[src/rtl/seq_sub32.sv]
// seq_sub32: multi-cycle ripple-borrow subtractor, one slice per clock.
// Computes a - b - bin with valid/ready handshakes on both sides.
module seq_sub32 #(
  parameter int WIDTH = 32,
  parameter int SLICE = 8
) (
  input  logic             clk,
  input  logic             rst,
  input  logic             in_valid,
  output logic             in_ready,
  input  logic [WIDTH-1:0] a,
  input  logic [WIDTH-1:0] b,
  input  logic             bin,
  output logic             out_valid,
  input  logic             out_ready,
  output logic [WIDTH-1:0] diff,
  output logic             bout,
  output logic             zero,
  output logic             ovf
);

  localparam int N  = WIDTH / SLICE;
  localparam int CW = (N > 1) ? $clog2(N) : 1;
  localparam logic [CW-1:0] LAST = CW'(N - 1);

  typedef enum logic [1:0] {
    IDLE,
    BUSY,
    DONE
  } state_t;

  state_t           state;
  state_t           state_nx;
  logic [WIDTH-1:0] ra;
  logic [WIDTH-1:0] rb;
  logic [WIDTH-1:0] diff_nx;
  logic             carry;
  logic [CW-1:0]    cnt;
  logic [SLICE:0]   sum;
  logic             last;

  // Current slice: a_s + ~b_s + carry, merged into the partial difference
  always_comb begin
    sum = {1'b0, ra[int'(cnt)*SLICE +: SLICE]}
        + {1'b0, ~rb[int'(cnt)*SLICE +: SLICE]}
        + {{SLICE{1'b0}}, carry};
    diff_nx = diff;
    diff_nx[int'(cnt)*SLICE +: SLICE] = sum[SLICE-1:0];
    last = (cnt == LAST);
  end

  // State register
  always_ff @(posedge clk) begin
    if (rst) state <= IDLE;
    else     state <= state_nx;
  end

  // Next state and handshake outputs
  always_comb begin
    state_nx  = state;
    in_ready  = 1'b0;
    out_valid = 1'b0;
    unique case (state)
      IDLE: begin
        in_ready = 1'b1;
        if (in_valid) state_nx = BUSY;
      end
      BUSY: begin
        if (last) state_nx = DONE;
      end
      DONE: begin
        out_valid = 1'b1;
        if (out_ready) state_nx = IDLE;
      end
      default: state_nx = IDLE;
    endcase
  end

  // Operand capture, per-slice datapath and final flags
  always_ff @(posedge clk) begin
    if (rst) begin
      ra    <= '0;
      rb    <= '0;
      carry <= 1'b0;
      cnt   <= '0;
      diff  <= '0;
      bout  <= 1'b0;
      zero  <= 1'b0;
      ovf   <= 1'b0;
    end else begin
      unique case (state)
        IDLE: begin
          if (in_valid) begin
            ra    <= a;
            rb    <= b;
            carry <= ~bin;
            cnt   <= '0;
          end
        end
        BUSY: begin
          diff  <= diff_nx;
          carry <= sum[SLICE];
          if (last) begin
            bout <= ~sum[SLICE];
            zero <= (diff_nx == '0);
            ovf  <= (ra[WIDTH-1] != rb[WIDTH-1])
                 && (diff_nx[WIDTH-1] != ra[WIDTH-1]);
          end else begin
            cnt <= cnt + 1'b1;
          end
        end
        default: begin
        end
      endcase
    end
  end

endmodule

[config.mk]
export PLATFORM = sky130hd
export DESIGN_NAME = seq_sub32
export DESIGN_NICKNAME = d
export VERILOG_FILES = /design/src/rtl/seq_sub32.sv
export SDC_FILE = /design/constraint.sdc
export NUM_CORES = 1
export LEC_CHECK = 0
export CAP_MARGIN = 20
export CORE_MARGIN = 10
export CORE_UTILIZATION = 41
export CTS_CLUSTER_SIZE = 40
export DETAILED_ROUTE_END_ITERATION = 12
export PLACE_DENSITY = 0.75
export SLEW_MARGIN = 10
export SYNTH_ARGS = -nofsm -noshare
export SYNTH_HDL_FRONTEND = slang
export SYNTH_SLANG_ARGS = --single-unit
[constraint.sdc]
create_clock -name clk -period 3.4 [get_ports clk]
set_input_delay 0.51 -clock clk [delete_from_list [all_inputs] [get_ports clk]]
set_output_delay 0.51 -clock clk [all_outputs]
set_load 0.01 [all_outputs]
Word-level counts from Yosys, hierarchy flattened --
Index checks and enable logic that the tools add are counted.
Storage, ports and cells: logic and storage cells 50, input bits 69, output and inout port bits 37, register bits after elaboration 104
Operators by class: bitwise gates (word level) 3, reduce and logical (&&, ||, !) cells 9, equal/unequal tests 9, add/subtract/negate cells 4, shift operators 4, muxes and demuxes 12
Operators by type and width (count):
- 32-bit by 6-bit indexed part select with 8-bit output | 2
- 5-bit negation with 33-bit output | 1
- 8-bit by 33-bit variable shift with 32-bit output, first input constant | 1
- 8-bit by 33-bit indexed part select with 32-bit output | 1
- 32-bit bitwise mux | 1
- 32-bit zero test | 1
- 2-bit two-way mux | 5
- 8-bit by 8-bit adder with 9-bit output | 1
- 9-bit by 1-bit adder with 9-bit output | 1
- 2-bit != test, second input constant | 4
- 8-bit NOT | 1
- 2-bit case mux with 3 select lines | 1
- 2-bit AND reduction | 3
- 3-bit AND reduction | 2
- 2-bit equality test, second input constant | 2
- 2-bit case mux with 2 select lines | 1
- 1-bit two-way mux | 3
- 2-bit by 1-bit adder with 2-bit output, second input constant | 1
- 2-bit by 1-bit equality test with 1-bit output, second input constant | 1
- 2-bit zero test | 1
- 1-bit != test | 2
- 1-bit NOT | 2
- 1-bit case mux with 2 select lines | 1
- 2-bit nonzero test | 1
- 1-bit logical AND | 1

Depth between registers and ports, before layout --
Gate-level depths: netlist of the first run.
depth in word-level cells 8, mapped depth 14, gate-level depth less buffers 12

Worst setup path after synthesis of the first run --
Ideal clock, no wire load.
path kind reg-to-reg, from reg cnt[0], to reg zero, stages on the path, launching flop included 13, data arrival time 3.587 ns, setup time 0.074 ns, buffers on the path 2, required time 3.326 ns, clock period less this slack 3.661 ns, path slack -0.261 ns, cell sequence dfxtp_1 -> buf_1 -> buf_2 -> mux4_2 -> fa_1 -> inv_1 -> fa_1 -> or3_1 -> nor2_1 -> a21oi_1 -> a221oi_1 -> nand4_1 -> o21ai_0
On the way: word-level cells in the longest chain between the ends 7, elaborated cells between the ends (all ways) 12, those cells by class 3 x add/sub; 1 x eq/ne; 4 x shift; 1 x mux; 1 x bitwise; 2 x reduce/logical
RTL lines:
- start: declaration | RTL line 38 | logic [CW-1:0] cnt;
- start signal: assignment | RTL line 109 | cnt <= cnt + 1'b1;
- 32-bit by 6-bit indexed part select with 8-bit output | RTL line 45 | + {1'b0, ~rb[int'(cnt)*SLICE +: SLICE]}
- 8-bit NOT | RTL line 45
- 8-bit by 8-bit adder with 9-bit output | RTL line 45
- 9-bit by 1-bit adder with 9-bit output | RTL line 46 | + {{SLICE{1'b0}}, carry};
- 8-bit by 33-bit indexed part select with 32-bit output | RTL line 48 | diff_nx[int'(cnt)*SLICE +: SLICE] = sum[SLICE-1:0];
- 32-bit bitwise mux | RTL line 48
- 32-bit zero test | RTL line 105 | zero <= (diff_nx == '0);
- end signal: assignment | RTL line 105
- end: declaration | RTL line 18 | output logic zero,
Parallel ways exist; a longest one is shown, timed or not. A chain may end at the register's enable or synchronous reset.

Final worst setup path of the first run --
from reg cnt[0], to reg ovf
On the way: word-level cells in the longest chain between the ends 8, elaborated cells between the ends (all ways) 13, those cells by class 3 x add/sub; 2 x eq/ne; 4 x shift; 1 x mux; 1 x bitwise; 2 x reduce/logical
RTL lines:
- 32-bit by 6-bit indexed part select with 8-bit output | RTL line 45
- 8-bit NOT | RTL line 45
- 8-bit by 8-bit adder with 9-bit output | RTL line 45
- 9-bit by 1-bit adder with 9-bit output | RTL line 46
- 8-bit by 33-bit indexed part select with 32-bit output | RTL line 48
- 32-bit bitwise mux | RTL line 48
- 1-bit != test | RTL line 107 | && (diff_nx[WIDTH-1] != ra[WIDTH-1]);
- 1-bit logical AND | RTL line 107
- end signal: assignment | RTL line 106 | ovf <= (ra[WIDTH-1] != rb[WIDTH-1])
- end: declaration | RTL line 19 | output logic ovf
Parallel ways exist; a longest one is shown, timed or not.

==> results of run 1 <==
-- through the flow --
step	worst slack (ns)	util, %	hold WS, ns	instances	cell area [sq um]
2_1_floorplan	0.0862	-	0.433	578	4800
3_3_place_gp	0.370	52.3	0.441	801	5970
3_5_place_dp	0.225	52.3	0.447	801	5970
4_1_cts	0.175	55.0	0.457	817	6280
5_1_grt	-0.00233	55.1	0.478	817	6300
6_report	0.302	55.1	0.457	817	6300
-- worst paths after layout --
path / startpoint / end / slack [ns] / cells after the start
worst max register to register: cnt[0]$_SDFFE_PP0P_ / ovf$_SDFFE_PP0P_ / 0.30 / 11
worst max-delay path: cnt[0]$_SDFFE_PP0P_ / ovf$_SDFFE_PP0P_ / 0.30 / 11
worst min-delay path: rb[1]$_SDFFE_PP0P_ / rb[1]$_SDFFE_PP0P_ / 0.46 / 2
worst min register to register: rb[1]$_SDFFE_PP0P_ / rb[1]$_SDFFE_PP0P_ / 0.46 / 2
-- final cells by class --
cell class	count	area, sq um	share of cell area [%]
clock buffers	9	225	3.58
clock inverters	7	83.8	1.33
inverters	17	63.8	1.01
multi-input cells	420	2520	40.0
flip-flops and latches	104	2080	33.1
well taps	143	179	2.84
repair buffers	117	1140	18.1
-- synthesized netlist by cell type, types with 3 or more instances --
master                       n  share of area, %
sky130_fd_sc_hd__nand2_1   144                11
sky130_fd_sc_hd__dfxtp_1   104                43
sky130_fd_sc_hd__a21oi_1    82               8.6
sky130_fd_sc_hd__nor2_1     59               4.6
sky130_fd_sc_hd__a22oi_1    33               5.2
sky130_fd_sc_hd__clkbuf_1   28               2.2
sky130_fd_sc_hd__inv_1      16               1.3
sky130_fd_sc_hd__mux4_2     16               7.5
sky130_fd_sc_hd__ha_1       13               3.4
sky130_fd_sc_hd__nand2b_1    8               1.0
sky130_fd_sc_hd__buf_1       6              0.47
sky130_fd_sc_hd__nor3_1      5              0.52
sky130_fd_sc_hd__nor3b_1     5              0.78
sky130_fd_sc_hd__nor4_1      5              0.65
sky130_fd_sc_hd__o21ai_0     5              0.52
sky130_fd_sc_hd__xor2_1      4              0.73
sky130_fd_sc_hd__nand3_1     3              0.31
sky130_fd_sc_hd__o22ai_1     3              0.39
sky130_fd_sc_hd__or2_2       3              0.39
sky130_fd_sc_hd__xnor2_1     3              0.55
-- registers in the layout (all words and copies together), names as in the netlist --
register	count
cnt	2
bout	1
diff	32
ovf	1
carry	1
state	2
ra	32
rb	32
zero	1
-- tightest hold or removal path, cell delays in order (launching register included) --
cell,delay [ns]
sky130_fd_sc_hd__dfxtp_1,0.31
sky130_fd_sc_hd__nand2_1,0.05
sky130_fd_sc_hd__a21oi_1,0.05
-- layout by cell type (no fill, tap or decap), types with 3 or more instances in the layout --
master	synthesis	layout
sky130_fd_sc_hd__clkdlybuf4s50_1	0	104
sky130_fd_sc_hd__or2_2	3	3
sky130_fd_sc_hd__o22ai_1	3	3
sky130_fd_sc_hd__buf_4	0	12
sky130_fd_sc_hd__nor4_1	5	5
sky130_fd_sc_hd__nor3_1	5	5
sky130_fd_sc_hd__mux4_2	16	16
sky130_fd_sc_hd__a21oi_1	82	82
sky130_fd_sc_hd__nand2_1	144	143
sky130_fd_sc_hd__o21ai_0	5	5
sky130_fd_sc_hd__nor2_1	59	59
sky130_fd_sc_hd__ha_1	13	13
sky130_fd_sc_hd__nor3b_1	5	5
sky130_fd_sc_hd__nand2b_1	8	8
sky130_fd_sc_hd__inv_1	16	16
sky130_fd_sc_hd__clkbuf_16	0	9
sky130_fd_sc_hd__dfxtp_1	104	104
sky130_fd_sc_hd__a22oi_1	33	33
sky130_fd_sc_hd__nand3_1	3	3
sky130_fd_sc_hd__xor2_1	4	4
-- power by group through the flow --
stage / Sequential [mW] / Clock, mW / Combinational [mW]
final: 1.32 / 1.08 / 0.669
after global routing: 1.32 / 1.14 / 0.735
after CTS: 1.32 / 1.09 / 0.658
after detailed placement: 1.34 / 0 / 0.655
after global placement: 1.34 / 0 / 0.641
after floorplan: 1.34 / 0 / 0.397
-- cell families (layout without fill, tap and decap cells) --
| family | Yosys count | after routing | share of synthesized area [%] |
|---|---|---|---|
| flops | 104 | 104 | 43.4 |
| buf+inv | 54 | 150 | 4.43 |
| mux | 18 | 18 | 7.93 |
| xor+xnor | 7 | 7 | 1.28 |
| simple gates | 245 | 245 | 21.8 |
| compound gates | 135 | 135 | 17.0 |
| fa+ha+maj | 15 | 15 | 4.23 |
-- layer usage --
metal  vias up  GRT usage, %
met5         -             0
met4         0          5.76
met3        13          4.55
met2       124          27.8
met1      2064          19.8
li1       2170             -
==> metrics.txt, run 1 <==
# TYPE chip_impl_metric gauge
chip_impl_info{name="outcome",value="finished clean"} 1
chip_impl_metric{name="num_io_pins",unit=""} 106
chip_impl_info{name="route.top_layer_used",value="met4"} 1
chip_impl_metric{name="min_period",unit="ns"} 3.10
chip_impl_metric{name="p_comb_share",unit="%"} 21.8
chip_impl_metric{name="grt_pass1_wl",unit="mm"} 22.3
chip_impl_metric{name="wire_per_inst",unit="um"} 16.6
chip_impl_metric{name="finalSetupViolCount",unit=""} 0
chip_impl_metric{name="cts_buffers",unit=""} 9
chip_impl_metric{name="buffer_ports.inserted",unit=""} 105
chip_impl_metric{name="fin_skew",unit="ns"} 0.00896
chip_impl_metric{name="p_clk_share",unit="%"} 35.2
chip_impl_metric{name="edff_count_synth",unit=""} 0
chip_impl_metric{name="timing_worst_slew_pin_value",unit="ns"} 1.08
chip_impl_metric{name="dieWidth",unit="um"} 128
chip_impl_info{name="hp_class",value="flip-flop to flip-flop"} 1
chip_impl_metric{name="m1WireLength",unit="mm"} 5.88
chip_impl_metric{name="syn_inst",unit=""} 578
chip_impl_metric{name="p_int",unit="mW"} 2.16
chip_impl_metric{name="pwr_density_cell",unit="nW/um^2"} 487
chip_impl_info{name="crit_path_end_kind",value="flip-flop"} 1
chip_impl_metric{name="p_sw",unit="mW"} 0.901
chip_impl_metric{name="floorplan.core_area",unit="sq um"} 11400
chip_impl_info{name="critPathSlowestCell",value="sky130_fd_sc_hd__mux4_2"} 1
chip_impl_metric{name="synth-warning-count",unit=""} 0
chip_impl_metric{name="globalRouteOverflowTotal",unit=""} 0
chip_impl_metric{name="gp_congestion",unit=""} 0.842
chip_impl_metric{name="synth.distinct_cells",unit=""} 44
chip_impl_metric{name="cts.sinks",unit=""} 104
chip_impl_info{name="cts_tree",value="done"} 1
chip_impl_metric{name="finalSetupTns",unit="ns"} 0
chip_impl_metric{name="detailed_placement_hpwl",unit="mm"} 10.3
chip_impl_metric{name="critical_path_required",unit="ns"} 3.66
chip_impl_metric{name="layout-area-overhead-vs-synth",unit="%"} 31.2
chip_impl_metric{name="drc",unit=""} 0
chip_impl_metric{name="synth_seq_cells",unit=""} 104
chip_impl_metric{name="die-area",unit="sq um"} 16400
chip_impl_metric{name="post_route_cells_drive_above_1_share",unit="%"} 8.46
chip_impl_metric{name="clk_pin_slew_worst_paths",unit="ns"} 0.08
chip_impl_metric{name="static-leakage-power",unit="nW"} 2.31
chip_impl_metric{name="synth_nets",unit=""} 662
chip_impl_metric{name="worst_case_vdd_ir_drop",unit="mV"} 0.310
chip_impl_metric{name="total_inserted_antenna_cells",unit=""} 0
chip_impl_metric{name="via_per_inst",unit=""} 5.35
chip_impl_metric{name="postCtsSetupBuffers",unit=""} 0
chip_impl_info{name="cell_by_cell_listing_of_the_critical_path",value="buf_4, mux4_2, inv_1, ha_1, o21ai_0, a21oi_1, o31ai_1, mux2i_1, nand3_1, or2_2, a311oi_2"} 1
chip_impl_metric{name="pwr-share-seq",unit="%"} 43.0
chip_impl_metric{name="die_h",unit="um"} 128
chip_impl_metric{name="dr_total_vias",unit=""} 4371
chip_impl_metric{name="slowest_delay",unit="ns"} 0.53
chip_impl_metric{name="drt_first_iter_violations",unit=""} 311
chip_impl_metric{name="ys_seq_area_share",unit="%"} 43.4
chip_impl_metric{name="synthArstFlopShare",unit="%"} 0
chip_impl_metric{name="n_fill_cell",unit=""} 1014
chip_impl_metric{name="timing.final.hold_violations",unit=""} 0
chip_impl_metric{name="firstDrtPassIters",unit=""} 5
chip_impl_metric{name="ant_nets",unit=""} 0
chip_impl_metric{name="layout.nets",unit=""} 753
chip_impl_metric{name="grt_antenna_before_repair",unit=""} 0
chip_impl_metric{name="dr_wl_met3",unit="um"} 845
chip_impl_metric{name="initial_utilization",unit="%"} 42.0
chip_impl_metric{name="finalMaxSlewViolations",unit=""} 0
chip_impl_metric{name="crit_fanout",unit=""} 11
chip_impl_metric{name="grt_max_degree",unit=""} 106
chip_impl_info{name="timing.critical_path.max_delay_family",value="compound AO/OA/AOI/OAI gates"} 1
chip_impl_metric{name="slew_headroom",unit="%"} 28.1
chip_impl_metric{name="total_power",unit="mW"} 3.07
chip_impl_metric{name="netSwitchingFraction",unit="%"} 29.4
chip_impl_metric{name="clk_latency",unit="ns"} 0.35
chip_impl_metric{name="groute.usage.overall",unit="%"} 16.5
chip_impl_metric{name="maxClockFrequency",unit="MHz"} 323
chip_impl_metric{name="cts-htree-levels",unit=""} 3
chip_impl_metric{name="critical_path_arrival",unit="ns"} 3.36
chip_impl_metric{name="clk_path_buf_depth",unit=""} 2
chip_impl_info{name="cts_root_buf",value="sky130_fd_sc_hd__clkbuf_16"} 1
chip_impl_metric{name="grt_pass1_vias",unit=""} 4476
chip_impl_metric{name="route.final.wire_length",unit="mm"} 13.6
chip_impl_info{name="postSynth.topFlopCell",value="sky130_fd_sc_hd__dfxtp_1"} 1
chip_impl_metric{name="critical_path_buf_inv_count",unit=""} 2
chip_impl_metric{name="max-cap-violations",unit=""} 0
chip_impl_metric{name="final_clock_period_utilization_by_the_worst_path",unit="%"} 91.1
chip_impl_metric{name="syn_area",unit="sq um"} 4800
chip_impl_info{name="critPathKind",value="flip-flop to flip-flop"} 1
chip_impl_metric{name="post_cts_resized",unit=""} 0
chip_impl_metric{name="syn_avg_cell_area",unit="sq um"} 8.30
chip_impl_metric{name="postCtsHoldBufs",unit=""} 0
chip_impl_metric{name="rows",unit=""} 39
chip_impl_metric{name="wl_met2",unit="mm"} 6.64
chip_impl_info{name="critical_path.startpoint_type",value="flip-flop"} 1
No activity file was read; power rests on OpenSTA's default activity.
==> run 2: changes to the inputs <==
--- a/config.mk
+++ b/config.mk
@@ -10,6 +10,7 @@
 export CORE_UTILIZATION = 41
 export CTS_CLUSTER_SIZE = 40
 export DETAILED_ROUTE_END_ITERATION = 12
+export MAX_ROUTING_LAYER = met4
 export PLACE_DENSITY = 0.75
 export SLEW_MARGIN = 10
 export SYNTH_ARGS = -nofsm -noshare
==> metrics.txt, run 2 (synthesis gave the netlist of run 1 again) <==
# TYPE chip_impl_metric gauge
chip_impl_metric{name="finalSetupViolCount",unit=""} 0
chip_impl_info{name="timing.critical_path.max_delay_family",value="compound AO/OA/AOI/OAI gates"} 1
chip_impl_metric{name="layout-area-overhead-vs-synth",unit="%"} 30.9
chip_impl_metric{name="clk_path_buf_depth",unit=""} 2
chip_impl_metric{name="pwr_density_cell",unit="nW/um^2"} 476
chip_impl_metric{name="drt_first_iter_violations",unit=""} 260
chip_impl_metric{name="path_depth",unit=""} 11
chip_impl_metric{name="clk_latency",unit="ns"} 0.34
chip_impl_metric{name="timing.final.hold_violations",unit=""} 0
chip_impl_info{name="critPathSlowestCell",value="sky130_fd_sc_hd__mux4_2"} 1
chip_impl_metric{name="post_route_cells_drive_above_1_share",unit="%"} 8.31
chip_impl_metric{name="worst_case_vdd_ir_drop",unit="mV"} 0.276
chip_impl_metric{name="ant_nets",unit=""} 0
chip_impl_metric{name="min_period",unit="ns"} 3.13
chip_impl_metric{name="dieWidth",unit="um"} 128
chip_impl_metric{name="final_clock_period_utilization_by_the_worst_path",unit="%"} 92.1
chip_impl_metric{name="finalMaxSlewViolations",unit=""} 0
chip_impl_metric{name="grt_max_degree",unit=""} 106
chip_impl_metric{name="cts.sinks",unit=""} 104
chip_impl_metric{name="crit_fanout",unit=""} 11
chip_impl_metric{name="dr_total_vias",unit=""} 4417
chip_impl_info{name="critPathKind",value="flip-flop to flip-flop"} 1
chip_impl_metric{name="slew_headroom",unit="%"} 29.1
chip_impl_metric{name="slowest_delay",unit="ns"} 0.53
chip_impl_metric{name="cts-htree-levels",unit=""} 3
chip_impl_metric{name="timing_worst_slew_pin_value",unit="ns"} 1.06
chip_impl_info{name="critical_path.startpoint_type",value="flip-flop"} 1
chip_impl_info{name="cell_by_cell_listing_of_the_critical_path",value="buf_4, mux4_2, inv_1, ha_1, o21ai_0, a21oi_1, o31ai_1, mux2i_1, nand3_1, or2_2, a311oi_2"} 1
chip_impl_metric{name="total_inserted_antenna_cells",unit=""} 0
chip_impl_metric{name="buffer_ports.inserted",unit=""} 105
chip_impl_metric{name="firstDrtPassIters",unit=""} 5
chip_impl_metric{name="total_power",unit="mW"} 2.99
chip_impl_metric{name="rr_worst_depth",unit=""} 11
chip_impl_metric{name="n_fill_cell",unit=""} 1035
chip_impl_metric{name="grt_antenna_before_repair",unit=""} 0
chip_impl_metric{name="initial_utilization",unit="%"} 42.0
chip_impl_metric{name="gp_congestion",unit=""} 0.854
chip_impl_metric{name="via_per_inst",unit=""} 5.41
chip_impl_info{name="hp_class",value="flip-flop to flip-flop"} 1
chip_impl_info{name="reg.largest.list",value="diff (32), ra (32), rb (32)"} 1
chip_impl_metric{name="groute.usage.overall",unit="%"} 16.9
chip_impl_info{name="cts_tree",value="done"} 1
chip_impl_metric{name="whs",unit="ns"} 0.454
chip_impl_info{name="crit_path_end_kind",value="flip-flop"} 1
chip_impl_metric{name="floorplan.core_area",unit="sq um"} 11400
chip_impl_metric{name="finalSetupTns",unit="ns"} 0
chip_impl_metric{name="die_h",unit="um"} 128
chip_impl_metric{name="die-area",unit="sq um"} 16400
chip_impl_metric{name="rows",unit=""} 39
chip_impl_metric{name="utilization",unit="%"} 55.0
chip_impl_metric{name="route.final.wire_length",unit="mm"} 13.3
chip_impl_metric{name="static-leakage-power",unit="nW"} 2.29
chip_impl_metric{name="critical_path_arrival",unit="ns"} 3.38
chip_impl_metric{name="globalRouteOverflowTotal",unit=""} 0
chip_impl_metric{name="critical_path_required",unit="ns"} 3.65
chip_impl_metric{name="num_io_pins",unit=""} 106
chip_impl_metric{name="clk_pin_slew_worst_paths",unit="ns"} 0.07
chip_impl_metric{name="detailed_placement_hpwl",unit="mm"} 10.3
chip_impl_metric{name="wire_per_inst",unit="um"} 16.3
chip_impl_metric{name="critical_path_buf_inv_count",unit=""} 2
chip_impl_info{name="rsz0062_at_grt",value="no"} 1
chip_impl_info{name="layout_commonest_cell",value="sky130_fd_sc_hd__nand2_1"} 1
chip_impl_metric{name="maxClockFrequency",unit="MHz"} 319
chip_impl_metric{name="hold_path_depth",unit=""} 2
chip_impl_info{name="cts_root_buf",value="sky130_fd_sc_hd__clkbuf_16"} 1
chip_impl_metric{name="fin_skew",unit="ns"} 0.00760
chip_impl_metric{name="cts_buffers",unit=""} 9
chip_impl_info{name="layout.cells.most_common_list",value="143 x sky130_fd_sc_hd__nand2_1, 104 x sky130_fd_sc_hd__dfxtp_1, 104 x sky130_fd_sc_hd__clkdlybuf4s50_1, 82 x sky130_fd_sc_hd__a21oi_1, 59 x sky130_fd_sc_hd__nor2_1"} 1
chip_impl_metric{name="layout.nets",unit=""} 753
chip_impl_metric{name="grt_pass1_wl",unit="mm"} 22.1
chip_impl_metric{name="drc",unit=""} 0
chip_impl_metric{name="max-cap-violations",unit=""} 0
chip_impl_info{name="outcome",value="finished clean"} 1
chip_impl_metric{name="grt_pass1_vias",unit=""} 4526
[run 2: cell types whose count changed in the layout (fill, tap and decap cells not counted)]
cell                        delta
sky130_fd_sc_hd__clkinv_4      +1
sky130_fd_sc_hd__clkbuf_1      +1
sky130_fd_sc_hd__clkinv_2      -1
sky130_fd_sc_hd__bufinv_16     -1
sky130_fd_sc_hd__inv_8         -2
sky130_fd_sc_hd__clkbuf_8      +2
[run 2: path summary, 6_finish.rpt]
| check | start | end | slack, ns |
|---|---|---|---|
| setup / recovery | cnt[0]$_SDFFE_PP0P_ | ovf$_SDFFE_PP0P_ | 0.27 |
| hold / removal | rb[7]$_SDFFE_PP0P_ | rb[7]$_SDFFE_PP0P_ | 0.45 |
| setup reg to reg | cnt[0]$_SDFFE_PP0P_ | ovf$_SDFFE_PP0P_ | 0.27 |
| hold reg to reg | rb[7]$_SDFFE_PP0P_ | rb[7]$_SDFFE_PP0P_ | 0.45 |
[run 2: per-stage QoR]
step / area (sq um) / setup slack, ns / std cells
2_1_floorplan: 4800 / 0.0862 / 578
3_3_place_gp: 5970 / 0.367 / 801
6_report: 6280 / 0.268 / 817
4_1_cts: 6260 / 0.216 / 817
5_1_grt: 6280 / 0.0318 / 817
3_5_place_dp: 5970 / 0.262 / 801
[run 2: where the power goes]
group	total, mW	leakage, nW	internal [mW]	switching (mW)
Sequential	1.32	0.849	1.28	0.0380
Clock	1.01	0.144	0.546	0.462
Combinational	0.663	1.30	0.299	0.364
[run 2: worst reg2reg max path, cell delays in order, from the launching register on]
cell and delay (ns):
sky130_fd_sc_hd__dfxtp_1 0.38, sky130_fd_sc_hd__buf_4 0.24, sky130_fd_sc_hd__mux4_2 0.53, sky130_fd_sc_hd__inv_1 0.08
sky130_fd_sc_hd__ha_1 0.27, sky130_fd_sc_hd__o21ai_0 0.19, sky130_fd_sc_hd__a21oi_1 0.12, sky130_fd_sc_hd__o31ai_1 0.31
sky130_fd_sc_hd__mux2i_1 0.30, sky130_fd_sc_hd__nand3_1 0.09, sky130_fd_sc_hd__or2_2 0.29, sky130_fd_sc_hd__a311oi_2 0.25
[run 2: area by class of cell]
class,instances,area [sq um],area share (%)
Clock buffer,12,256,4.09
Tap cell,143,179,2.85
Multi-Input combinational cell,420,2520,40.1
Sequential cell,104,2080,33.2
Timing Repair Buffer,117,1140,18.2
Clock inverter,4,35.0,0.558
Inverter,17,63.8,1.02
[run 2: routing by layer]
layer | track usage (%) | vias to the layer above | part of all wire, %
met2 | 28.0 | 123 | 50
met1 | 20.0 | 2103 | 43
li1 | - | 2176 | -
met3 | 4.18 | 15 | 5.9
met5 | - | - | 0
met4 | 4.24 | 0 | 1.4
[run 2: what timing repair did]
action / in CTS / in global routing
gates resized for setup: 0 / 3
setup buffers: 0 / 0
endpoints found under the setup margin: 0 / 4
hold buffers: 0 / 0
==> run 3: changes to the inputs <==
--- a/config.mk
+++ b/config.mk
@@ -8,10 +8,12 @@
 export CAP_MARGIN = 20
 export CORE_MARGIN = 10
 export CORE_UTILIZATION = 41
+export CTS_BUF_LIST = sky130_fd_sc_hd__clkbuf_4 sky130_fd_sc_hd__clkbuf_8
 export CTS_CLUSTER_SIZE = 40
 export DETAILED_ROUTE_END_ITERATION = 12
 export MAX_ROUTING_LAYER = met4
-export PLACE_DENSITY = 0.75
+export PLACE_DENSITY = 0.72
+export SKIP_CTS_REPAIR_TIMING = 1
 export SLEW_MARGIN = 10
 export SYNTH_ARGS = -nofsm -noshare
 export SYNTH_HDL_FRONTEND = slang
==> constraint.sdc (replaced) <==
create_clock -name clk -period 3.8 [get_ports clk]
set_input_delay 0.57 -clock clk [delete_from_list [all_inputs] [get_ports clk]]
set_output_delay 0.57 -clock clk [all_outputs]
set_load 0.01 [all_outputs]
==> metrics.txt, run 3 (synthesis gave the netlist of run 1 again) <==
# TYPE chip_impl_metric gauge
chip_impl_metric{name="groute.usage.overall",unit="%"} 16.6
chip_impl_metric{name="die_h",unit="um"} 128
chip_impl_metric{name="maxClockFrequency",unit="MHz"} 307
chip_impl_info{name="critical_path.startpoint_type",value="flip-flop"} 1
chip_impl_metric{name="max-cap-violations",unit=""} 0
chip_impl_metric{name="firstDrtPassIters",unit=""} 5
chip_impl_metric{name="slew_headroom",unit="%"} 38.6
chip_impl_metric{name="initial_utilization",unit="%"} 42.0
chip_impl_metric{name="layout.nets",unit=""} 750
chip_impl_info{name="crit_path_end_kind",value="flip-flop"} 1
chip_impl_metric{name="grt_pass1_wl",unit="mm"} 21.9
chip_impl_metric{name="critical_path_arrival",unit="ns"} 3.53
chip_impl_metric{name="place_area",unit="sq um"} 5940
chip_impl_metric{name="pwr_density_cell",unit="nW/um^2"} 401
chip_impl_info{name="cts_tree",value="done"} 1
chip_impl_metric{name="layout-area-overhead-vs-synth",unit="%"} 28.1
chip_impl_metric{name="floorplan.core_area",unit="sq um"} 11400
chip_impl_metric{name="timing.final.hold_violations",unit=""} 0
chip_impl_metric{name="via_per_inst",unit=""} 5.32
chip_impl_metric{name="clk_latency",unit="ns"} 0.37
chip_impl_metric{name="ant_nets",unit=""} 0
chip_impl_info{name="critPathKind",value="flip-flop to flip-flop"} 1
chip_impl_metric{name="rows",unit=""} 39
chip_impl_metric{name="post-route-cell-area",unit="sq um"} 6150
chip_impl_metric{name="cts.sinks",unit=""} 104
chip_impl_metric{name="finalSetupTns",unit="ns"} 0
chip_impl_metric{name="final_clock_period_utilization_by_the_worst_path",unit="%"} 85.7
chip_impl_metric{name="n_fill_cell",unit=""} 1082
chip_impl_metric{name="grt_pass1_vias",unit=""} 4435
chip_impl_metric{name="p_comb_share",unit="%"} 23.5
chip_impl_metric{name="drt_first_iter_violations",unit=""} 368
chip_impl_metric{name="cts-htree-levels",unit=""} 3
chip_impl_metric{name="min_period",unit="ns"} 3.26
chip_impl_metric{name="fin_skew",unit="ns"} 0.0139
chip_impl_metric{name="worst_case_vdd_ir_drop",unit="mV"} 0.207
chip_impl_metric{name="wire_per_inst",unit="um"} 16.3
chip_impl_info{name="critPathSlowestCell",value="sky130_fd_sc_hd__mux4_2"} 1
chip_impl_metric{name="p_sw",unit="mW"} 0.754
chip_impl_metric{name="p_clk_share",unit="%"} 28.7
chip_impl_metric{name="gp_congestion",unit=""} 0.862
chip_impl_metric{name="static-leakage-power",unit="nW"} 2.23
chip_impl_metric{name="setup_ws",unit="ns"} 0.544
chip_impl_info{name="reg.largest.list",value="diff (32), ra (32), rb (32)"} 1
chip_impl_metric{name="dr_total_vias",unit=""} 4331
chip_impl_info{name="outcome",value="finished clean"} 1
chip_impl_metric{name="finalSetupViolCount",unit=""} 0
chip_impl_metric{name="cts_buffers",unit=""} 9
chip_impl_info{name="cell_by_cell_listing_of_the_critical_path",value="buf_4, mux4_2, inv_1, ha_1, o21ai_0, a21oi_1, o31ai_1, mux2i_1, nand3_1, or2_2, a311oi_2"} 1
chip_impl_info{name="layout_commonest_cell",value="sky130_fd_sc_hd__nand2_1"} 1
chip_impl_info{name="cts_root_buf",value="sky130_fd_sc_hd__clkbuf_8"} 1
chip_impl_metric{name="netSwitchingFraction",unit="%"} 30.6
chip_impl_metric{name="die-area",unit="sq um"} 16400
chip_impl_metric{name="grt_antenna_before_repair",unit=""} 0
chip_impl_metric{name="drc",unit=""} 0
chip_impl_metric{name="buffer_ports.inserted",unit=""} 105
chip_impl_metric{name="slowest_delay",unit="ns"} 0.55
chip_impl_metric{name="p_int",unit="mW"} 1.71
chip_impl_metric{name="timing_worst_slew_pin_value",unit="ns"} 0.921
chip_impl_metric{name="num_io_pins",unit=""} 106
chip_impl_info{name="hp_class",value="flip-flop to flip-flop"} 1
chip_impl_metric{name="globalRouteOverflowTotal",unit=""} 0
chip_impl_metric{name="pwr-share-seq",unit="%"} 47.8
chip_impl_metric{name="clk_pin_slew_worst_paths",unit="ns"} 0.10
chip_impl_metric{name="critical_path_required",unit="ns"} 4.07
chip_impl_metric{name="crit_fanout",unit=""} 15
chip_impl_metric{name="post_route_cells_drive_above_1_share",unit="%"} 7.75
chip_impl_metric{name="total_inserted_antenna_cells",unit=""} 0
chip_impl_metric{name="finalMaxSlewViolations",unit=""} 0
chip_impl_metric{name="dieWidth",unit="um"} 128
chip_impl_metric{name="detailedPlace.worstSlack",unit="ns"} 0.570
chip_impl_metric{name="detailed_placement_hpwl",unit="mm"} 10.4
chip_impl_metric{name="whs",unit="ns"} 0.458
chip_impl_metric{name="grt_max_degree",unit=""} 55
chip_impl_metric{name="clk_path_buf_depth",unit=""} 2
chip_impl_info{name="layout.cells.most_common_list",value="143 x sky130_fd_sc_hd__nand2_1, 104 x sky130_fd_sc_hd__dfxtp_1, 104 x sky130_fd_sc_hd__clkdlybuf4s50_1, 82 x sky130_fd_sc_hd__a21oi_1, 59 x sky130_fd_sc_hd__nor2_1"} 1
chip_impl_info{name="rsz0062_at_grt",value="no"} 1
chip_impl_metric{name="route.final.wire_length",unit="mm"} 13.3
==> run 3: layout make-up <==
class | instances | area [sq um] | area share [%]
inverter | 17 | 63.8 | 1.04
clock inverter | 7 | 78.8 | 1.28
multi-input combinational | 420 | 2510 | 40.8
tap | 143 | 179 | 2.91
timing repair buffer | 114 | 1110 | 18.1
clock buffer | 9 | 124 | 2.02
sequential | 104 | 2080 | 33.9
==> run 3: worst max-delay path: cells and delay by family (launching register included) <==
| family | cells | cell delay [ns] |
|---|---|---|
| multiplexers | 2 | 0.82 |
| adder cells (fa/ha/maj) | 1 | 0.26 |
| buffers and inverters | 2 | 0.38 |
| AO/OA/AOI/OAI | 4 | 0.92 |
| AND/OR/NAND/NOR | 2 | 0.38 |
| flip-flops | 1 | 0.38 |
==> run 3: worst paths after layout <==
check | from | to | slack (ns) | depth (start not counted)
max | cnt[0]$_SDFFE_PP0P_ | ovf$_SDFFE_PP0P_ | 0.54 | 11
min reg2reg | ra[11]$_SDFFE_PP0P_ | ra[11]$_SDFFE_PP0P_ | 0.46 | 2
max reg2reg | cnt[0]$_SDFFE_PP0P_ | ovf$_SDFFE_PP0P_ | 0.54 | 11
min | ra[11]$_SDFFE_PP0P_ | ra[11]$_SDFFE_PP0P_ | 0.46 | 2
==> run 3: per-stage QoR <==
| step | std cells | util (%) | power [mW] |
|---|---|---|---|
| floorplan | 578 | - | 1.55 |
| global placement | 798 | 52.1 | 1.77 |
| detailed placement | 798 | 52.1 | 1.78 |
| CTS | 814 | 53.8 | 2.48 |
| global route | 814 | 53.8 | 2.59 |
| finish | 814 | 53.8 | 2.46 |
==> run 3: per-layer routing <==
metal | up-vias | routed length, um | track usage (%)
met5 | - | 0 | -
met4 | 0 | 237 | 4.04
met3 | 16 | 770 | 3.85
met2 | 129 | 6450 | 27.1
met1 | 2030 | 5850 | 20.3
li1 | 2156 | - | -
==> run 3: power groups by stage <==
stage	sequential, mW	clock [mW]	combinational, mW
floorplan	1.20	0	0.354
global placement	1.20	0	0.567
detailed placement	1.20	0	0.578
finish	1.18	0.708	0.579
global route	1.18	0.763	0.639
CTS	1.18	0.719	0.579
